**src/rtl/sim_checker_arbiter.sv**
```systemverilog
// Round-robin arbiter funnelling up to four monitor taps into one registered checker stream.
// Define SIM_ARB_STATS_EN to add per-source saturating grant counters on port grant_count.
module sim_checker_arbiter #(
    parameter int unsigned NUM_SRC      = 4,
    parameter int unsigned DATA_WIDTH   = 256,
    parameter int unsigned SRC_ID_WIDTH = 2
) (
    input  logic                            clk,
    input  logic                            rst,
    input  logic [NUM_SRC-1:0]              s_valid,
    output logic [NUM_SRC-1:0]              s_ready,
    input  logic [NUM_SRC*DATA_WIDTH-1:0]   s_data,
    input  logic [NUM_SRC-1:0]              s_done,
    output logic                            m_valid,
    input  logic                            m_ready,
    output logic [DATA_WIDTH-1:0]           m_data,
    output logic [SRC_ID_WIDTH-1:0]         m_src,
    output logic                            all_done
`ifdef SIM_ARB_STATS_EN
    ,
    output logic [NUM_SRC*32-1:0]           grant_count
`endif
);

    localparam int unsigned NumSlots = 1 << SRC_ID_WIDTH;

    logic                    m_valid_q, m_valid_d;
    logic [DATA_WIDTH-1:0]   m_data_q, m_data_d;
    logic [SRC_ID_WIDTH-1:0] m_src_q, m_src_d;
    logic [SRC_ID_WIDTH-1:0] rr_ptr_q, rr_ptr_d;
    logic [NUM_SRC-1:0]      done_seen_q, done_seen_d;
    logic                    all_done_q, all_done_d;

    logic                    load;
    logic                    xfer;
    logic                    gnt_found;
    logic [SRC_ID_WIDTH-1:0] gnt_idx;
    logic [DATA_WIDTH-1:0]   gnt_data;
    logic [NumSlots-1:0]     elig_slots;
    logic [NumSlots-1:0]     done_slots;

    assign load = !m_valid_q || m_ready;
    assign xfer = load && gnt_found;

    // Unused tag slots are never eligible and always count as finished.
    always_comb begin
        elig_slots = '0;
        elig_slots[NUM_SRC-1:0] = s_valid & ~done_seen_q;
        done_slots = '1;
        done_slots[NUM_SRC-1:0] = done_seen_q;
    end

    always_comb begin
        int unsigned slot;
        slot      = 0;
        gnt_found = 1'b0;
        gnt_idx   = '0;
        for (int unsigned k = 0; k < NUM_SRC; k++) begin
            slot = 32'(rr_ptr_q) + k;
            if (slot >= NUM_SRC) begin
                slot = slot - NUM_SRC;
            end
            if (!gnt_found && elig_slots[SRC_ID_WIDTH'(slot)]) begin
                gnt_found = 1'b1;
                gnt_idx   = SRC_ID_WIDTH'(slot);
            end
        end
    end

    assign gnt_data = s_data[32'(gnt_idx)*DATA_WIDTH +: DATA_WIDTH];

    always_comb begin
        s_ready = '0;
        for (int unsigned i = 0; i < NUM_SRC; i++) begin
            s_ready[i] = !rst && xfer && (gnt_idx == SRC_ID_WIDTH'(i));
        end
    end

    always_comb begin
        int unsigned nxt;
        nxt       = 32'(gnt_idx) + 1;
        if (nxt >= NUM_SRC) begin
            nxt = 0;
        end
        m_valid_d = m_valid_q;
        m_data_d  = m_data_q;
        m_src_d   = m_src_q;
        rr_ptr_d  = rr_ptr_q;
        if (load) begin
            m_valid_d = gnt_found;
            if (gnt_found) begin
                m_data_d = gnt_data;
                m_src_d  = gnt_idx;
                rr_ptr_d = SRC_ID_WIDTH'(nxt);
            end
        end
        // Exclusion takes effect from the cycle after s_done, so a same-cycle tuple still passes.
        done_seen_d = done_seen_q | s_done;
        all_done_d  = all_done_q || (&done_slots && !m_valid_q);
    end

    always_ff @(posedge clk) begin
        if (rst) begin
            m_valid_q   <= 1'b0;
            m_data_q    <= '0;
            m_src_q     <= '0;
            rr_ptr_q    <= '0;
            done_seen_q <= '0;
            all_done_q  <= 1'b0;
        end else begin
            m_valid_q   <= m_valid_d;
            m_data_q    <= m_data_d;
            m_src_q     <= m_src_d;
            rr_ptr_q    <= rr_ptr_d;
            done_seen_q <= done_seen_d;
            all_done_q  <= all_done_d;
        end
    end

    assign m_valid  = m_valid_q;
    assign m_data   = m_data_q;
    assign m_src    = m_src_q;
    assign all_done = all_done_q;

`ifdef SIM_ARB_STATS_EN
    logic [31:0] grant_cnt_q [NUM_SRC];

    always_ff @(posedge clk) begin
        for (int unsigned i = 0; i < NUM_SRC; i++) begin
            if (rst) begin
                grant_cnt_q[i] <= '0;
            end else if (xfer && (gnt_idx == SRC_ID_WIDTH'(i)) && (grant_cnt_q[i] != '1)) begin
                grant_cnt_q[i] <= grant_cnt_q[i] + 32'd1;
            end
        end
    end

    always_comb begin
        grant_count = '0;
        for (int unsigned i = 0; i < NUM_SRC; i++) begin
            grant_count[i*32 +: 32] = grant_cnt_q[i];
        end
    end
`endif

    a_ready_onehot0: assert property (@(posedge clk) $onehot0(s_ready));

    a_hold_stable: assert property (@(posedge clk) disable iff (rst)
        (m_valid && !m_ready) |=> (m_valid && $stable(m_data) && $stable(m_src)));

endmodule

```
**config.mk**
```make
export PLATFORM = sky130hd
export DESIGN_NAME = sim_checker_arbiter
export DESIGN_NICKNAME = d
export VERILOG_FILES = /design/src/rtl/sim_checker_arbiter.sv
export SDC_FILE = /design/constraint.sdc
export NUM_CORES = 1
export LEC_CHECK = 0
export CAP_MARGIN = 20
export CORE_AREA = 2 2 500 502
export CTS_CLUSTER_DIAMETER = 40
export CTS_CLUSTER_SIZE = 16
export DETAILED_ROUTE_END_ITERATION = 16
export DIE_AREA = 0 0 502 504
export HOLD_SLACK_MARGIN = 0.06
export PLACE_DENSITY = 0.36
export REMOVE_ABC_BUFFERS = 1
export SKIP_CTS_REPAIR_TIMING = 1
export SLEW_MARGIN = 20
export SYNTH_ARGS = -nofsm -noshare
export SYNTH_HDL_FRONTEND = slang
export SYNTH_SLANG_ARGS = --single-unit
export TNS_END_PERCENT = 30
```
**constraint.sdc**
```tcl
create_clock -name clk -period 5.65 [get_ports clk]
set_clock_uncertainty 0.15 [all_clocks]
set_input_delay 1.4125 -clock clk [delete_from_list [all_inputs] [get_ports clk]]
set_output_delay 1.4125 -clock clk [all_outputs]
set_load 0.02 [all_outputs]
```
# [Word-level counts from Yosys, hierarchy flattened]
# Index checks and enable logic that the tools add are counted.
[totals] in_bits=1035 elab_cells=71 reg_bits=266 out_inout_bits=264
[classes] bitwise=3 eq_ne=3 n_reduce_logical=20 addsub=8 mux=21 shift=1 order_cmp=9
[op_table] cell="1024-bit by 11-bit variable part select with 256-bit output" n=1
[op_table] cell="2-bit two-way mux" n=9
[op_table] cell="3-bit >= comparator (second input constant)" n=4
[op_table] cell="2-bit by 3-bit < comparator with 1-bit output (second input constant)" n=4
[op_table] cell="1-bit logical AND" n=10
[op_table] cell="1-bit binary-select mux with 2-bit select" n=4
[op_table] cell="1-bit two-way mux" n=8
[op_table] cell="2-bit by 1-bit subtractor with 2-bit output (second input constant)" n=4
[op_table] cell="2-bit by 1-bit adder with 3-bit output (second input constant)" n=2
[op_table] cell="2-bit by 2-bit adder with 3-bit output (second input constant)" n=2
[op_table] cell="1-bit logical NOT" n=5
[op_table] cell="4-bit bitwise AND" n=1
[op_table] cell="2-bit == test (second input constant)" n=2
[op_table] cell="4-bit NOT" n=1
[op_table] cell="4-bit bitwise OR" n=1
[op_table] cell="4-bit AND reduction" n=1
[op_table] cell="2-bit by 3-bit >= comparator with 1-bit output (second input constant)" n=1
[op_table] cell="2-bit by 1-bit == test with 1-bit output (second input constant)" n=1
[op_table] cell="2-bit logical NOT" n=1
[op_table] cell="1-bit logical OR" n=2
[op_table] cell="2-bit AND reduction" n=1

# [Logic depth before layout (Yosys ltp)]
[depth] ltp_word=17 ltp_mapped=8

# [Worst setup path before layout]
# No wires, ideal clock.
[synth_path] path_type="input-to-output" start="input s_valid[2]" end="output s_ready[2]" t_arrival_ns=2.911 path_buffers=3 slack_ns=1.177 t_required_ns=4.088 stages=7 cell_sequence="or3b_1 > a32oi_2 > buf_4 > buf_4 > buf_4 > ha_1 > and2_1"
[synth_via] elab_chain_cells=16
[synth_lines] item="from (decl)" line_no="10" source="input logic [NUM_SRC-1:0] s_valid,"
[synth_lines] item="4-bit bitwise AND *" line_no="48" source="elig_slots[NUM_SRC-1:0] = s_valid & ~done_seen_q;"
[synth_lines] item="1-bit binary-select mux with 2-bit select" line_no="63" source="if (!gnt_found && elig_slots[SRC_ID_WIDTH'(slot)]) begin"
[synth_lines] item="1-bit two-way mux (implied by the code)" line_no="63"
[synth_lines] item="1-bit two-way mux" line_no="63"
[synth_lines] item="1-bit logical NOT" line_no="63"
[synth_lines] item="1-bit logical AND" line_no="63"
[synth_lines] item="1-bit two-way mux" line_no="63"
[synth_lines] item="1-bit logical NOT" line_no="63"
[synth_lines] item="1-bit logical AND" line_no="63"
[synth_lines] item="1-bit two-way mux" line_no="63"
[synth_lines] item="1-bit logical NOT" line_no="63"
[synth_lines] item="1-bit logical AND" line_no="63"
[synth_lines] item="1-bit two-way mux" line_no="63"
[synth_lines] item="1-bit logical AND" line_no="43" source="assign xfer = load && gnt_found;"
[synth_lines] item="1-bit logical AND" line_no="75" source="s_ready[i] = !rst && xfer && (gnt_idx == SRC_ID_WIDTH'(i));"
[synth_lines] item="1-bit logical AND *" line_no="75"
[synth_lines] item="to (decl)" line_no="11" source="output logic [NUM_SRC-1:0] s_ready,"
# Every way passes the cells marked *; elsewhere a longest branch is shown, timed or not. The select of a mux whose other input is x is not followed.

# [Final worst setup path]
[layout_path] start="input s_valid[2]" end="output s_ready[0]"
# Same word-level chain as after synthesis.

==> results.py <==
metrics = {
    "outcome": {
        "outcome": "completed",
    },
    "pwr": {
        "power_density_nw_per_um2": 330,
        "p_leak_nw": 12.5,
        "p_total_mw": 11.6,
        "ir_drop_v": 0.000213,
    },
    "grt": {
        "gr-usage-all-layers": 0.152,
        "busiest_layer": "met2",
        "grt_overflow": 0,
        "use_met1": 0.157,
        "grt_pass1_vias": 19500,
        "antenna_found_initial": 307,
        "use_met2": 0.245,
        "met3_usage": 0.109,
        "grt_max_degree": 127,
        "grt_pass1_wl_mm": 242,
    },
    "hold_path": {
        "min_from": "m_data[95]",
        "worstHoldPathCells": 2,
        "hold_path_class": "flop to flop",
        "min_to": "m_data[95]",
    },
    "drt": {
        "postRouteAntennaNets": 0,
        "avgViaCountPerCell": 3.22,
        "post_drt_wl_per_cell_um": 32.0,
        "vias": 20200,
        "wl_mm": 200,
        "first_pass_iters": 5,
        "drtIter0Drc": 1270,
        "drc_errors": 0,
    },
    "sta": {
        "finalHoldViolCount": 0,
        "slew_headroom": 0.254,
        "finalSetupViolations": 0,
        "max_slew.worst_pin.slew_ns": 1.12,
        "slew_viol_final": 0,
        "setup_ws_ns": 0.459,
        "timing.fmax_mhz": 193,
        "fin_crit_ns": 5.19,
        "fin_crit_sh": 0.919,
        "rsz0062_at_grt": "false",
    },
    "placed_design": {
        "placed_cells": 6023,
        "hpwlAfterDp_mm": 175,
        "dpl_worst_slack_ns": 0.472,
        "post_dp_cell_area_um2": 31800,
        "numPortBuffers": 1298,
        "gp_routability_congestion": 0.901,
    },
    "setup_path": {
        "worstSetupPathType": "primary input to primary output",
        "path_max_fanout": 6,
        "startpoint_type": "primary input",
        "reg2reg_from": "rr_ptr_q[0]",
        "required_ns": 4.09,
        "slowest_stage": "clkdlybuf4s50_1",
        "r2r-end": "m_data[116]",
        "end_kind": "primary output",
        "path_common_cell": "clkdlybuf4s50_1",
        "r2r_slack_ns": 2.29,
        "max_stage_delay_ns": 0.63,
        "ff2ff_path_depth": 6,
        "worst_ep_arrival_time_ns": 3.63,
        "crit_chain": "clkdlybuf4s50_1, or3b_1, o211a_1, o21a_1, nor3_1, clkdlybuf4s50_1",
    },
    "floorplan": {
        "rows": 183,
        "coreArea_um2": 248000,
        "die-area_um2": 253000,
        "die_h_um": 504,
        "die_w_um": 502,
        "num_io_pins": 1299,
        "initial_core_util": 0.0591,
    },
    "layout": {
        "drive_gt1_frac": 0.0761,
        "final_util": 0.142,
        "fin_nets": 3826,
        "final-seq-area_um2": 5330,
        "fill_cells": 28200,
        "synthToLayoutAreaGrowth_pct": 140,
        "multi_input_area_um2": 8670,
        "final_cells": 6260,
        "fin_area_um2": 35100,
    },
    "clock_tree": {
        "cts_tree": "yes",
        "clk_pin_slew_ns": 0.04,
        "worstSkewPairLatency_ns": 0.72,
        "cts_root_buf": "clkbuf_16",
        "numCtsBuffers": 95,
        "clock-sinks": 266,
        "htree_levels": 3,
        "clockBufferDepth": 3,
    },
    "yosys": {
        "ys_warn_count": 0,
        "synth_cells": 1484,
        "synth_area_um2": 14600,
        "synth_top_area_cell": "dfxtp_1",
        "synthFlopType": "dfxtp_1",
        "synth-async-reset-ratio": 0,
        "synth_enable_flop_cells": 0,
        "syn_avg_cell_area_um2": 9.85,
        "synthDistinctLibCells": 28,
        "synthTopCellsByArea": "dfxtp_1 (36%), mux2i_1 (35%), o221ai_1 (15%)",
        "ys_ff_latch": 266,
        "synth_top_area_frac": 0.364,
        "ys_seq_area_frac": 0.364,
    },
    "job": {
        "max-cap-violations": 0,
    },
}
## cell usage in the layout, fill, tap and decap left out
cell type	Yosys	final
nor2b_1	3	3
ha_1	1	1
inv_2	1	1
buf_12	0	19
dfxtp_1	266	266
o221ai_1	256	256
o211a_1	1	1
clkinvlp_4	0	8
inv_6	0	1
inv_16	0	3
buf_4	16	36
diode_2	0	65
clkinv_2	0	19
nor2_1	17	16
and2_1	1	1
o211ai_1	1	1
o21a_1	1	1
or3b_1	1	1
clkinv_16	0	2
clkbuf_16	0	95
nand2_4	0	2
inv_1	1	1
clkbuf_1	69	15
a41oi_2	1	1
nand4_1	1	1
nor3_1	3	3
nor3b_1	1	1
nand2b_1	5	5
a32oi_4	0	1
and2b_1	1	1
bufinv_16	0	5
clkbuf_8	0	24
nand2_1	260	258
nor2_4	0	1
a211oi_1	3	3
and3_1	1	1
clkdlybuf4s50_1	0	1296
o21ai_1	1	1
mux2i_1	514	514
## cells by family (layout without fill, tap and decap cells)
| logic type | Yosys count | after routing | synth area share |
|---|---|---|---|
| muxes | 514 | 514 | 0.352 |
| adders and majority gates | 1 | 1 | 0.000856 |
| buffers and inverters | 144 | 1525 | 0.0454 |
| other | 0 | 65 | 0 |
| AOI/OAI and AO/OA | 265 | 265 | 0.159 |
| and+or+nand+nor | 294 | 294 | 0.0785 |
| DFF | 266 | 266 | 0.364 |
## synthesized netlist by cell type (3+ instances only)
| master | number |
|---|---|
| buf_4 | 16 |
| buf_1 | 6 |
| nor3_1 | 3 |
| nor2_1 | 17 |
| nor2b_1 | 3 |
| nand2b_1 | 5 |
| clkbuf_1 | 69 |
| a211oi_1 | 3 |
| o221ai_1 | 256 |
| buf_2 | 51 |
| nand2_1 | 260 |
| mux2i_1 | 514 |
| dfxtp_1 | 266 |
## layer usage
layer,wire [um],vias up,part of all wire
met1,71500,9316,0.36
met2,89600,1546,0.45
met4,5820,234,0.029
li1,-,8472,-
met3,32000,599,0.16
met5,1540,-,0.0077
## worst max path at each step
stage	startpoint	endpoint	cells after the start
after detailed placement	s_valid[2]	s_ready[0]	6
after CTS	s_valid[2]	s_ready[0]	6
after global placement	s_valid[2]	s_ready[0]	6
after global routing	s_valid[2]	s_ready[0]	6
final	s_valid[2]	s_ready[0]	6
after floorplan	s_valid[1]	s_ready[0]	4
## power breakdown
group	leakage, nW	internal (mW)	switching [mW]	total, mW
sequential	2.20	2.22	0.230	2.45
clock	1.56	3.59	1.78	5.37
combinational	8.72	1.87	1.89	3.76
## state kept, by name, indices dropped and copies added (netlist names)
| register | flops |
|---|---|
| all_done | 1 |
| m_data | 256 |
| rr_ptr_q | 2 |
| m_src | 2 |
| done_seen_q | 4 |
| m_valid | 1 |
## through the flow
| step | setup TNS, ns | hold slack, ns |
|---|---|---|
| 2_1_floorplan | -5069.43 | 0.300 |
| 4_1_cts | 0 | 0.308 |
| 6_report | 0 | 0.304 |
| 5_1_grt | 0 | 0.330 |
| 3_5_place_dp | 0 | 0.296 |
| 3_3_place_gp | 0 | 0.292 |
## worst max-delay path: cells and delay by family
kind / cells / cell delay (ns)
compound gates: 2 / 0.43
buf+inv: 2 / 1.12
simple gates: 2 / 0.66
## cell type report
type	instances	share of cell area
inverter	2	0.000214
antenna	65	0.00463
clock inverter	38	0.0124
clock buffer	134	0.0786
multi-input combinational	1074	0.247
timing repair buffer	1351	0.388
tap	3330	0.119
sequential	266	0.152
Power figures use the tool's default switching activity.
==> edit 1 (config.mk and constraints unchanged) <==
Set the parameter `DATA_WIDTH` to 260 (it was 256).
--- a/src/rtl/sim_checker_arbiter.sv
+++ b/src/rtl/sim_checker_arbiter.sv
@@ -2,7 +2,7 @@
 // Define SIM_ARB_STATS_EN to add per-source saturating grant counters on port grant_count.
 module sim_checker_arbiter #(
     parameter int unsigned NUM_SRC      = 4,
-    parameter int unsigned DATA_WIDTH   = 256,
+    parameter int unsigned DATA_WIDTH   = 260,
     parameter int unsigned SRC_ID_WIDTH = 2
 ) (
     input  logic                            clk,
Interface: changed (resized m_data and s_data); port bits go from 1299 to 1319. The function was not compared with the original's and may differ.
==> edit 1 against the original RTL <==
  * Routed wire length fell by 2.2%
  * Synthesized area rose by 19%
  * Final area rose by 8.3%
  * Maximum frequency fell by 4.2%
  * Setup slack got worse by 0.23 ns
  * Worst hold slack improved by 0.0095 ns
  * Total power rose by 11%
  * Critical endpoint unchanged
  * Non-clock buffer count rose by 6
  * Sequential cell count rose by 4
  * Largest power group unchanged
  * Cell count rose by 8.8%
==> edit 1: results (changes against the original RTL) <==
status completed; f_max 185 MHz (-4.2%); post-synthesis sequential area ratio 31.1% (-5.4 points); Leak 14.5 nW (+16%); Fillers 28000 (-0.75%); CTS buffer count 101 (+6.3%); 1st-pass router iterations 7 (+2); Placement Setup Slack 0.202 ns (-0.271 ns); first-pass GRT wire length 243000 um (+0.59%); vias in the first global route 22500 (+16%); Final Wtd Congestion 0.855 (-5.1%); synth top area cells dfxtp_1 31%, a221o_1 15%, mux2i_1 15%; crit path DAT 3.86 ns (+0.23 ns); net switching power of the design 0.00440 W (+13%); critical path's largest stage delay 0.61 ns (-0.02 ns); max FFs per register 260 (+1.6%); DR vias/cell 3.39 (+5.1%); critical-path maximum fanout 5 (-1); GRT Util Overall 14.8% (-0.40 points); peak supply drop 0.213 mV (-0.18%); Post-synth top cells 270 x dfxtp_1, 265 x nand2_1, 263 x a21oi_1, 263 x inv_1; hpwl dp 164000 um (-6.8%); FF-to-FF setup slack 2.20 ns (-0.09 ns); multi-input logic area 0.0101 mm^2 (+17%); largest net degree at the start of global routing 142 (+12%); Synth cell types 32 (+14%); Slew headroom 27.1% (+1.7 points); # nets final 4401 (+15%); port bufs 1318 (+1.5%); Post-Route WL 196000 um (-2.2%); share of cells above drive strength 1 6.48% (-1.1 points); initial antenna violation count 231 (-25%); drt initial violations 1621 (+28%); share of synthesized registers carrying an async set or reset 0% (unchanged)
## edit 1: changes by cell type in the layout (fill, tap and decap cells not counted), sizes merged, moves of 254 or more
cell	unedited run	this run
a221o	0	260
mux2i	514	260
o221ai	256	0
inv	6	263
o2bb2ai	0	260
a21oi	0	263
## edit 1: final timing paths
path	cells after the start	startpoint	endpoint
max	8	s_valid[1]	s_ready[0]
min	2	m_src[0]$_SDFFE_PP0P_	m_src[0]$_SDFFE_PP0P_
max reg2reg	8	done_seen_q[2]$_SDFF_PP0_	m_data[27]$_SDFFE_PP0P_
min reg2reg	2	m_src[0]$_SDFFE_PP0P_	m_src[0]$_SDFFE_PP0P_
## edit 1: stage by stage
| step | instance area (um^2) | hold WS, ns | std cells |
|---|---|---|---|
| floorplan | 16500 | 0.323 | 1889 |
| global placement | 34400 | 0.305 | 6576 |
| detailed placement | 34400 | 0.313 | 6576 |
| CTS | 37900 | 0.318 | 6758 |
| global route | 38000 | 0.334 | 6770 |
| finish | 38100 | 0.314 | 6813 |
## edit 1: cell type report
type / instances / area share [%]
flip-flops and latches: 270 / 14.2
inverters: 263 / 2.59
repair buffers: 1357 / 36.0
multi-input cells: 1356 / 26.6
clock buffers: 141 / 7.88
clock inverters: 41 / 1.42
well taps: 3330 / 10.9
diodes: 55 / 0.361
## edit 1: power by group through the flow
stage / registers (W) / clock network (W) / logic (W)
2_1_floorplan: 0.00292 / 0 / 0.00250
3_3_place_gp: 0.00254 / 0 / 0.00452
3_5_place_dp: 0.00254 / 0 / 0.00454
4_1_cts: 0.00252 / 0.00601 / 0.00456
5_1_grt: 0.00256 / 0.00610 / 0.00476
6_report: 0.00252 / 0.00583 / 0.00446
## edit 1: worst reg2reg max path, delay by kind of cell, from the launching register on
kind / cells / cell delay [ns]
compound gates: 4 / 1.18
buf+inv: 3 / 1.48
flops: 1 / 0.43
simple gates: 1 / 0.12
## edit 1: cell families after synthesis
group | count (synthesis) | synth area share (%)
buffers and inverters | 469 | 10.9
flip-flops | 270 | 31.1
AND/OR/NAND/NOR | 298 | 6.68
AO/OA/AOI/OAI | 797 | 36.4
multiplexers | 260 | 15.0
adder cells (fa/ha/maj) | 1 | 0.0719
## edit 1: routing by layer
| layer | routed length [um] | track usage [%] |
|---|---|---|
| met1 | 72100 | 15.8 |
| met2 | 91700 | 24.8 |
| met3 | 26000 | 8.38 |
| met4 | 5070 | 3.53 |
| met5 | 1130 | 0 |
==> edit 2 (same flow settings) <==
Made on the original files. `m_data_q` no longer has a reset.
--- a/src/rtl/sim_checker_arbiter.sv
+++ b/src/rtl/sim_checker_arbiter.sv
@@ -102,19 +102,21 @@
     always_ff @(posedge clk) begin
         if (rst) begin
             m_valid_q   <= 1'b0;
-            m_data_q    <= '0;
             m_src_q     <= '0;
             rr_ptr_q    <= '0;
             done_seen_q <= '0;
             all_done_q  <= 1'b0;
         end else begin
             m_valid_q   <= m_valid_d;
-            m_data_q    <= m_data_d;
             m_src_q     <= m_src_d;
             rr_ptr_q    <= rr_ptr_d;
             done_seen_q <= done_seen_d;
             all_done_q  <= all_done_d;
         end
+    end
+
+    always_ff @(posedge clk) begin
+        m_data_q <= m_data_d;
     end
 
     assign m_valid  = m_valid_q;
Behaviour: not the same (a bounded check fails within 4 cycles, from zero or initial values and one cycle with rst high; the reset may be asserted at any time).
==> edit 2 against the original RTL <==
  * Synthesized area is 6.6% higher
  * Final area is 0.92% higher
  * Total power rose by 11%
  * Via count increased by 6.0%
  * Die area stayed put
  * Sequential cell count is the same
  * Routed wire length fell by 1.6%
  * Maximum frequency shrank 0.29%
  * Setup slack got worse by 0.015 ns
  * Critical path type unchanged
  * Largest cell class unchanged
  * Largest power group unchanged
  * Highest routed layer unchanged
==> edit 2: results (changes against the original RTL) <==
Synth cell types 32 (+14%); # nets final 4067 (+6.3%); synth top area cells edfxtp_1 49%, nand2_1 19%, a32oi_1 14%; FF-to-FF setup slack 2.53 ns (+0.24 ns); Placement Setup Slack 0.437 ns (-0.0351 ns); grt met1 use 16.7% (+1.0 points); Leak 12.2 nW (-2.2%); net switching power of the design 0.00460 W (+18%); met3 Use GR 9.21% (-1.7 points); CTS buffer count 103 (+8.4%); Critical path destination s_ready[2]; R2R cell count 8 (+2); peak supply drop 0.238 mV (+12%); worst r2r src done_seen_q[2]$_SDFF_PP0_; post-synthesis sequential area ratio 50.6% (+14 points); Logic power comb 0.00455 W (+21%); GRT Util Overall 14.9% (-0.23 points); hpwl dp 169000 um (-3.8%); largest net degree at the start of global routing 142 (+12%); critical path's largest stage delay 0.61 ns (-0.02 ns); Fillers 28300 (+0.39%); status completed; initial antenna violation count 280 (-8.8%); critical-path maximum fanout 27 (+21); WL met2 87500 um (-2.3%)
edit 2: kinds of logic after synthesis:
family / after synthesis / share of synthesized area, %
compound gates: 521 / 23.0
buf+inv: 175 / 6.47
flops: 266 / 50.6
fa+ha+maj: 1 / 0.0803
simple gates: 803 / 19.7
mux: 2 / 0.128
edit 2: worst min path at each step:
stage / from / slack (ns) / endpoint
6_report: all_done$_SDFF_PP0_ / 0.33 / all_done$_SDFF_PP0_
5_1_grt: all_done$_SDFF_PP0_ / 0.37 / all_done$_SDFF_PP0_
4_1_cts: all_done$_SDFF_PP0_ / 0.34 / all_done$_SDFF_PP0_
3_5_place_dp: all_done$_SDFF_PP0_ / 0.32 / all_done$_SDFF_PP0_
3_3_place_gp: all_done$_SDFF_PP0_ / 0.31 / all_done$_SDFF_PP0_
2_1_floorplan: done_seen_q[1]$_SDFF_PP0_ / 0.32 / done_seen_q[1]$_SDFF_PP0_
edit 2: through the flow:
| step | power (W) | hold WS [ns] | instance area (um^2) | instances |
|---|---|---|---|---|
| final | 0.0129 | 0.333 | 35500 | 6497 |
| after global placement | 0.00770 | 0.309 | 32200 | 6256 |
| after CTS | 0.0132 | 0.336 | 35300 | 6442 |
| after detailed placement | 0.00770 | 0.323 | 32200 | 6256 |
| after floorplan | 0.00520 | 0.322 | 14600 | 1596 |
| after global routing | 0.0135 | 0.369 | 35400 | 6454 |
edit 2: layout make-up:
cell class	count	area, um^2	share of cell area, %
Tap cell	3330	4170	11.7
Multi-Input combinational cell	1327	6700	18.9
Clock buffer	131	2730	7.68
Inverter	3	26.3	0.0741
Clock inverter	55	429	1.21
Sequential cell	266	7890	22.2
Antenna cell	55	138	0.388
Timing Repair Buffer	1330	13400	37.8
